$ cat config.mk
export PLATFORM = sky130hd
export DESIGN_NAME = wb_port_sched
export DESIGN_NICKNAME = d
export VERILOG_FILES = /design/src/rtl/wb_pkg.sv /design/src/rtl/wb_result_fifo.sv /design/src/rtl/wb_port_sched.sv
export SDC_FILE = /design/constraint.sdc
export NUM_CORES = 1
export LEC_CHECK = 0
export CORE_MARGIN = 5
export CORE_UTILIZATION = 50
export DETAILED_ROUTE_END_ITERATION = 8
export GPL_TIMING_DRIVEN = 0
export PLACE_DENSITY = 0.7
export SYNTH_ARGS = -nofsm -noshare
export SYNTH_HDL_FRONTEND = slang
export SYNTH_SLANG_ARGS = --single-unit
export TNS_END_PERCENT = 100
$ cat constraint.sdc
create_clock -name clk -period 5.2 [get_ports clk]
set_input_delay 1.04 -clock clk [delete_from_list [all_inputs] [get_ports clk]]
set_output_delay 1.04 -clock clk [all_outputs]
set_load 0.05 [all_outputs]
$ cat src/rtl/wb_pkg.sv
// Shared types and constants for the writeback write-port scheduler.
// Holds the datapath widths, the mux-select encodings and the queued-result entry type.
package wb_pkg;

    localparam int XLEN = 32;
    localparam int AW   = 5;

    localparam logic MEM_TO_REG_ALU = 1'b0;
    localparam logic MEM_TO_REG_LD  = 1'b1;

    typedef struct packed {
        logic [AW-1:0]   rd;
        logic [XLEN-1:0] data;
    } wb_entry_t;

endpackage

$ cat src/rtl/wb_result_fifo.sv
// DEPTH-entry synchronous FIFO of wb_entry_t buffering ALU results that lost arbitration.
// Ports: clk, rst (sync, active-high), push/din, pop/head, full, empty, count.
module wb_result_fifo
    import wb_pkg::*;
#(
    parameter int DEPTH = 2
) (
    input  logic                       clk,
    input  logic                       rst,
    input  logic                       push,
    input  wb_entry_t                  din,
    input  logic                       pop,
    output wb_entry_t                  head,
    output logic                       full,
    output logic                       empty,
    output logic [$clog2(DEPTH):0]     count
);

    localparam int PW = $clog2(DEPTH);

    wb_entry_t     mem [DEPTH];
    logic [PW-1:0] wr_ptr;
    logic [PW-1:0] rd_ptr;
    logic          do_push;
    logic          do_pop;

    assign full    = (count == (PW+1)'(DEPTH));
    assign empty   = (count == '0);
    assign do_push = push && !full;
    assign do_pop  = pop && !empty;
    assign head    = mem[rd_ptr];

    always_ff @(posedge clk) begin
        if (do_push) begin
            mem[wr_ptr] <= din;
        end
    end

    // Pointers wrap naturally because DEPTH is a power of two.
    always_ff @(posedge clk) begin
        if (rst) begin
            wr_ptr <= '0;
            rd_ptr <= '0;
            count  <= '0;
        end else begin
            if (do_push) begin
                wr_ptr <= wr_ptr + PW'(1);
            end
            if (do_pop) begin
                rd_ptr <= rd_ptr + PW'(1);
            end
            count <= count + (PW+1)'(do_push) - (PW+1)'(do_pop);
        end
    end

endmodule

$ cat src/rtl/wb_port_sched.sv
// Register-file write-port scheduler: loads win, ALU results bypass or queue.
// Ports: clk, rst, alu_valid/rd/data/ready, ld_valid/rd/data, rf_we/wa/wd, mem_to_reg,
// pend_mask, ovf_err; stat_ld_cnt/stat_alu_cnt/stat_stall_cnt when WB_STAT_EN is defined.
module wb_port_sched #(
    parameter int XLEN  = 32,
    parameter int DEPTH = 2,
    parameter int AW    = 5
) (
    input  logic            clk,
    input  logic            rst,
    input  logic            alu_valid,
    input  logic [AW-1:0]   alu_rd,
    input  logic [XLEN-1:0] alu_data,
    output logic            alu_ready,
    input  logic            ld_valid,
    input  logic [AW-1:0]   ld_rd,
    input  logic [XLEN-1:0] ld_data,
    output logic            rf_we,
    output logic [AW-1:0]   rf_wa,
    output logic [XLEN-1:0] rf_wd,
    output logic            mem_to_reg,
    output logic [2**AW-1:0] pend_mask,
    output logic            ovf_err
`ifdef WB_STAT_EN
    ,
    output logic [31:0]     stat_ld_cnt,
    output logic [31:0]     stat_alu_cnt,
    output logic [31:0]     stat_stall_cnt
`endif
);

    import wb_pkg::*;

    localparam int CW = $clog2(DEPTH + 2);
    localparam int NR = 2 ** AW;
    localparam int QW = $clog2(DEPTH) + 1;

    wb_entry_t     alu_entry;
    wb_entry_t     head;
    logic          full;
    logic          empty;
    logic [QW-1:0] count;
    logic          ld_iss;
    logic          alu_acc;
    logic          pop;
    logic          bypass;
    logic          push;
    logic [NR-1:0] queued;

    assign alu_ready = !full;
    assign ld_iss    = ld_valid && (ld_rd != '0);
    assign alu_acc   = alu_valid && alu_ready && (alu_rd != '0);
    assign pop       = !ld_iss && !empty;
    assign bypass    = !ld_iss && (count == '0) && alu_acc;
    assign push      = alu_acc && !bypass;
    assign alu_entry = '{rd: alu_rd, data: alu_data};

    wb_result_fifo #(
        .DEPTH (DEPTH)
    ) u_fifo (
        .clk   (clk),
        .rst   (rst),
        .push  (push),
        .din   (alu_entry),
        .pop   (pop),
        .head  (head),
        .full  (full),
        .empty (empty),
        .count (count)
    );

    always_ff @(posedge clk) begin
        if (rst) begin
            rf_we      <= 1'b0;
            rf_wa      <= '0;
            rf_wd      <= '0;
            mem_to_reg <= MEM_TO_REG_ALU;
        end else if (ld_iss) begin
            rf_we      <= 1'b1;
            rf_wa      <= ld_rd;
            rf_wd      <= ld_data;
            mem_to_reg <= MEM_TO_REG_LD;
        end else if (pop) begin
            rf_we      <= 1'b1;
            rf_wa      <= head.rd;
            rf_wd      <= head.data;
            mem_to_reg <= MEM_TO_REG_ALU;
        end else if (bypass) begin
            rf_we      <= 1'b1;
            rf_wa      <= alu_rd;
            rf_wd      <= alu_data;
            mem_to_reg <= MEM_TO_REG_ALU;
        end else begin
            rf_we      <= 1'b0;
        end
    end

    // Each counter holds FIFO entries for r plus the output register if it targets r.
    // A pop just moves an entry into the output register, so it leaves the count alone.
    for (genvar r = 0; r < NR; r++) begin : g_pend
        logic [CW-1:0] cnt;
        logic          set_push;
        logic          set_cap;
        logic          clr;

        assign set_push = push && (alu_rd == AW'(r));
        assign set_cap  = (ld_iss && (ld_rd == AW'(r)))
                        || (bypass && (alu_rd == AW'(r)));
        assign clr      = rf_we && (rf_wa == AW'(r));

        always_ff @(posedge clk) begin
            if (rst) begin
                cnt <= '0;
            end else begin
                cnt <= cnt + CW'(set_push) + CW'(set_cap) - CW'(clr);
            end
        end

        assign pend_mask[r] = (cnt != '0);
        // Excluding the output register leaves only entries still sitting in the FIFO.
        assign queued[r]    = (cnt > CW'(clr));
    end

    always_ff @(posedge clk) begin
        if (rst) begin
            ovf_err <= 1'b0;
        end else if (ld_iss && queued[ld_rd]) begin
            ovf_err <= 1'b1;
        end
    end

`ifdef WB_STAT_EN
    always_ff @(posedge clk) begin
        if (rst) begin
            stat_ld_cnt    <= '0;
            stat_alu_cnt   <= '0;
            stat_stall_cnt <= '0;
        end else begin
            if (ld_iss) begin
                stat_ld_cnt <= stat_ld_cnt + 32'd1;
            end
            if (pop || bypass) begin
                stat_alu_cnt <= stat_alu_cnt + 32'd1;
            end
            if (alu_valid && !alu_ready) begin
                stat_stall_cnt <= stat_stall_cnt + 32'd1;
            end
        end
    end
`endif

endmodule

After elaboration in Yosys (flattened, before gate mapping)
Memory sizes are Yosys's and may differ from the RTL's. A register that Yosys moved wholly into a read port is not among the register bits. Index checks and enable logic that the tools add are counted.

Flip-flop bits (word level): 108. Memory bits (writable): 74. Output and inout bits: 73. Logic and storage cells: 499. Memories: 1.

Add/subtract/negate cells: 100. $lt $le $gt $ge: 33. Eq/ne operators: 94. Muxes and demuxes: 18. Reduce and logical (&&, ||, !) cells: 213.

Memories: u_fifo.mem (depth 2, bits a word 37, read ports 1, clocked after Yosys merged registers in 1, write ports 1, RTL line wb_result_fifo.sv:21) `wb_entry_t mem [DEPTH];`.

Operators with widths (count): $eq A5 B5 Y1 const B (48); $logic_and A1 B1 Y1 (138); $add A2 B1 Y2 (65); $eq A5 B4 Y1 const B (24); $mux W32 (3); $sub A2 B1 Y2 (33); $gt A2 B1 Y1 (32); $reduce_bool A2 Y1 (32); $eq A5 B3 Y1 const B (12); $logic_or A1 B1 Y1 (32); $eq A5 B2 Y1 const B (6); $eq A5 B1 Y1 const B (3); $logic_not A5 Y1 (3); $mux W5 (3); $mux W1 (11); $reduce_bool A5 Y1 (2); $lt A5 B6 Y1 const B (1); $bmux W1 S5 (1); $logic_not A1 Y1 (4); $reduce_bool A3 Y1 (1); $add A1 B1 Y1 const B (2); $eq A2 B2 Y1 const B (1); $logic_not A2 Y1 (1).

Depth between registers and ports, before layout
Depth in word-level cells: 11. Depth in mapped cells: 14.

By module
From an unflattened synthesis, not the netlist that was laid out.

Cells, all modules: 1060. Area, all modules: 10512.6 µm².

By module, submodules not included: wb_port_sched (times used 1, cells each 918, area an instance 7612.3 µm², seq. area each 2082.0 µm²); wb_result_fifo (times used 1, cells each 142, area an instance 2900.3 µm², seq. area each 2322.2 µm²).

Least setup slack after synthesis
OpenSTA, ideal clock, no wires.

Path kind: input to register. Start: input alu_rd[2]. End: memory u_fifo.mem[0][0] (netlist bit) (enable). Arrival: 3584 ps. Setup slack: 1180 ps. Cell stages on the path: 5. Buffers on the path: 1. Path through: clkbuf_1 or4_1 o21ai_4 a21oi_1 nor2b_1.

Longest elaborated chain between the ends: 8.

Ends and longest elaborated chain: start, declared (RTL line wb_port_sched.sv:12) `input logic [AW-1:0] alu_rd,`; $reduce_bool A5 Y1 * (RTL line wb_port_sched.sv:52) `assign alu_acc = alu_valid && alu_ready && (alu_rd != '0);`; $logic_and A1 B1 Y1 * (RTL line wb_port_sched.sv:52); $logic_and A1 B1 Y1 (RTL line wb_port_sched.sv:54) `assign bypass = !ld_iss && (count == '0) && alu_acc;`; $logic_not A1 Y1 (RTL line wb_port_sched.sv:55) `assign push = alu_acc && !bypass;`; $logic_and A1 B1 Y1 * (RTL line wb_port_sched.sv:55); $logic_and A1 B1 Y1 * (RTL line wb_result_fifo.sv:29) `assign do_push = push && !full;`; net u_fifo.do_push (RTL line wb_result_fifo.sv:24) `logic do_push;`; $mux W1 * (RTL line wb_result_fifo.sv:34) `if (do_push) begin`; $mux W1 (not written as such) * (RTL line wb_result_fifo.sv:35) `mem[wr_ptr] <= din;`; end, declared (RTL line wb_result_fifo.sv:21).

Mark *: on every way through the listed nets, which the timed path passes. The rest lies on a longest branch.

Worst setup path in the final report
Start: input alu_rd[2]. End: register g_pend[17].cnt[1].

Longest elaborated chain between the ends: 9. Elaborated cells between the ends (all ways): 12. Classes of those cells: add/sub: 3; eq/ne: 1; reduce/logical: 8.

Ends and longest elaborated chain: $reduce_bool A5 Y1 (RTL line wb_port_sched.sv:52); $logic_and A1 B1 Y1 (RTL line wb_port_sched.sv:52); $logic_and A1 B1 Y1 (RTL line wb_port_sched.sv:54); $logic_not A1 Y1 (RTL line wb_port_sched.sv:55); $logic_and A1 B1 Y1 (RTL line wb_port_sched.sv:55); $logic_and A1 B1 Y1 (RTL line wb_port_sched.sv:106) `assign set_push = push && (alu_rd == AW'(r));`; $add A2 B1 Y2 (RTL line wb_port_sched.sv:115) `cnt <= cnt + CW'(set_push) + CW'(set_cap) - CW'(clr);`; $add A2 B1 Y2 * (RTL line wb_port_sched.sv:115); $sub A2 B1 Y2 * (RTL line wb_port_sched.sv:115); end signal, assigned (RTL line wb_port_sched.sv:115); end, declared (RTL line wb_port_sched.sv:101) `logic [CW-1:0] cnt;`.

Mark *: on every way between the ends. The rest lies on a longest branch, timed or not. A chain may end at the register's enable or synchronous reset.

==> key figures <==
Status
  – Outcome: finished, final reports clean

Power
  – PD cells: 377.5 nW/µm²
  – Worst IR Drop VDD: 219.0 µV
  – Leak pwr: 4.969 nW

Finish
  – Post-route cell area: 12830 µm²
  – Area grow syn2layout: 23.72%
  – Layout Utilization: 63.20%
  – # diodes: 0
  – Biggest regs: u_fifo.mem (74), g_pend.cnt (64), rf_wd (32)
  – Largest Register: u_fifo.mem
  – Largest register FFs: 74
  – Ratio of cells with drive above 1 in the final layout: 7.434%
  – Nets: 1414

Floorplan
  – I/O Pins: 151
  – FP Rows: 52
  – Vert. Die Dim: 154.0 µm
  – Die area: 23720 µm²
  – Core Area: 20300 µm²
  – Initial Utilization: 51.08%
  – Die Width: 154.0 µm

Timing
  – Actual slew at the worst max-slew pin: 0.9200 ns
  – Post-route minimum period: 4.512 ns
  – Final Hold Viols: 0
  – Final WS setup: 0.6880 ns
  – Setup TNS Final: 0 ns
  – Final setup fails: 0
  – Slew Viols, Final: 0
  – Fmax: 0.2216 GHz
  – RSZ-0062 raised after global routing: false
  – Max Clock Skew: 0.01457 ns
  – Final period util: 86.77%
  – Worst rel slew slack: 38.19%

Synth
  – Number of synthesized flops with an enable pin: 74
  – YS warnings: 0
  – Synthesized cell area: 10370 µm²
  – Most common cell in the netlist: nor2_1
  – Async S/R FF share, synth: 0%
  – Net count after synthesis: 1246
  – Post-synthesis average cell area: 9.692 µm²
  – Yosys reg bits: 183
  – Post-synthesis cell count: 1070
  – Count of different cell masters after synthesis: 53
  – Largest area contributor in the netlist: edfxtp_1
  – Seq/Total Area, Yosys: 42.47%
  – Commonest cells post-synth: nor2_1 (189), dfxtp_1 (109), edfxtp_1 (74)
  – Yosys top cell area share: 21.43%
  – Synth top area cells: edfxtp_1 (21%), dfxtp_1 (21%), ha_1 (8.0%)
  – Top FF cell, synth: dfxtp_1

Critical path
  – Cell Chain, Critical Path: clkdlybuf4s50_1 -> clkbuf_1 -> or4_1 -> o21ai_4 -> a21oi_1 -> and2_1 -> clkbuf_1 -> buf_2 -> nand2_1 -> ha_1 -> inv_1 -> fa_1 -> xor2_1 -> xnor2_1 -> nor2_1
  – Crit path largest cell delay: 0.53 ns
  – Crit. End Element: flip-flop
  – CP max stage cell: clkdlybuf4s50_1
  – Worst path bufs/invs: 5
  – Setup crit start kind: primary input
  – WP data arrival: 4.83 ns
  – Worst path top cell family by delay: buffers and inverters
  – CP Max Fanout: 10
  – CP Class: primary input to flip-flop
  – Required time of the critical path: 5.51 ns
  – Crit path top cell by count: clkbuf_1

GRT
  – Largest net degree at the start of global routing: 36
  – Initial antenna violation count: 0
  – Number of global-route vias before repair: 8390
  – First-pass GRT wire length: 46950 µm
  – GR Util All Layers: 25.40%
  – Gr ovfl total: 0

Drt
  – Antenna Violating Nets Remaining: 0
  – Overall routed net length: 30200 µm
  – WL/cell: 19.85 µm
  – TritonRoute pass-1 iters: 5
  – Total number of vias: 8396
  – DRT iter0 DRCs: 753
  – DRC viols: 0
  – DR vias/cell: 5.520

Clocking
  – Latest clock arrival within the worst-skew pair: 0.44 ns
  – Post-CTS sizing: 0
  – Clock root buffer: clkbuf_16
  – Clock slew at reported path FFs: 0.08 ns
  – CTS tree: built
  – Cts bufs inserted: 17
  – # H-tree levels: 4
  – Clock sink total: 183
  – CTS max path bufs: 2
  – Number of buffers added for setup after CTS: 0
  – Post-CTS Hold Buffers: 0

Place
  – Dpl cell area: 12230 µm²
  – Placer congestion estimate: 0.9861
  – Dpl ws: 0.2546 ns
  – Hpwl dp: 22710 µm
  – IO buf count: 147

Job
  – Max cap viols: 0

Min path
  – Worst hold path type: flip-flop to flip-flop
-- through the flow --
step | power [mW] | cells | hold slack [ns]
4_1_cts | 4.857 | 1521 | 0.4977
5_1_grt | 5.073 | 1521 | 0.5232
3_5_place_dp | 3.548 | 1489 | 0.4875
6_report | 4.843 | 1521 | 0.4947
2_1_floorplan | 2.969 | 1070 | 0.4813
3_3_place_gp | 3.517 | 1487 | 0.4766
-- report_power, final --
group | internal (mW) | switching, mW
clock | 0.651 | 0.664
sequential | 1.69 | 0.0964
combinational | 0.613 | 1.13
-- worst paths after layout --
| path | start | end | slack [ns] | cells after the start |
|---|---|---|---|---|
| hold reg to reg | rf_wd[1] | rf_wd[1] | 0.49 | 2 |
| setup reg to reg | rf_wa[1] | ovf_err | 1.85 | 9 |
| hold / removal | rf_wd[1] | rf_wd[1] | 0.49 | 2 |
| setup / recovery | alu_rd[2] | g_pend[17].cnt[1] | 0.69 | 15 |
-- worst register-to-register path, cell delays in order (launching register included) --
cell and delay (ns):
dfxtp_1 0.39, clkbuf_1 0.53, nand3b_1 0.28, nor3_1 0.38, ha_1 0.31, nor2_1 0.10
o32ai_1 0.12, mux4_2 0.51, a2111oi_0 0.52, a311o_1 0.18
-- placed cells by master (no fill, tap or decap), drive strengths merged, types with 9 or more instances in the layout --
cell / count
buf: 23
nor3: 51
ha: 66
dfxtp: 109
or2: 30
clkinv: 9
inv: 65
fa: 32
o32ai: 11
nor2: 189
a21oi: 10
nand2b: 20
edfxtp: 74
mux2i: 40
xor2: 18
nand2: 67
nor2b: 29
clkbuf: 59
a211oi: 69
clkdlybuf4s50: 147
xnor2: 50
o21ai: 13
-- routing by layer --
| layer | GRT usage, % | share of wire, % | routed length (µm) | vias to the layer above |
|---|---|---|---|---|
| li1 | - | - | - | 4023 |
| met1 | 36.63 | 46 | 13810 | 4040 |
| met2 | 39.70 | 46 | 13920 | 291 |
| met3 | 3.991 | 6.3 | 1916 | 42 |
| met4 | 7.275 | 1.8 | 548 | 0 |
| met5 | 0 | 0 | 0 | - |
-- logic make-up (layout without fill, tap and decap cells) --
logic type	count (synthesis)	in the layout	share of synthesized area, %
mux	42	42	4.295
other cells	2	2	0.07242
flops	183	183	42.47
simple gates	414	414	18.38
fa+ha+maj	98	98	14.14
buf+inv	122	303	4.850
compound gates	141	141	10.05
xor+xnor	68	68	5.743
-- area by class of cell --
cell class                      count  area (µm²)
Fill cell                        1771        7470
Buffer                             63       281.5
Timing Repair Buffer              149        1511
Clock inverter                     15       176.4
Sequential cell                   183        4404
Multi-Input combinational cell    765        5472
Tap cell                          270       337.8
Inverter                           59       221.5
Clock buffer                       17       425.4
Power figures use the tool's default switching activity.
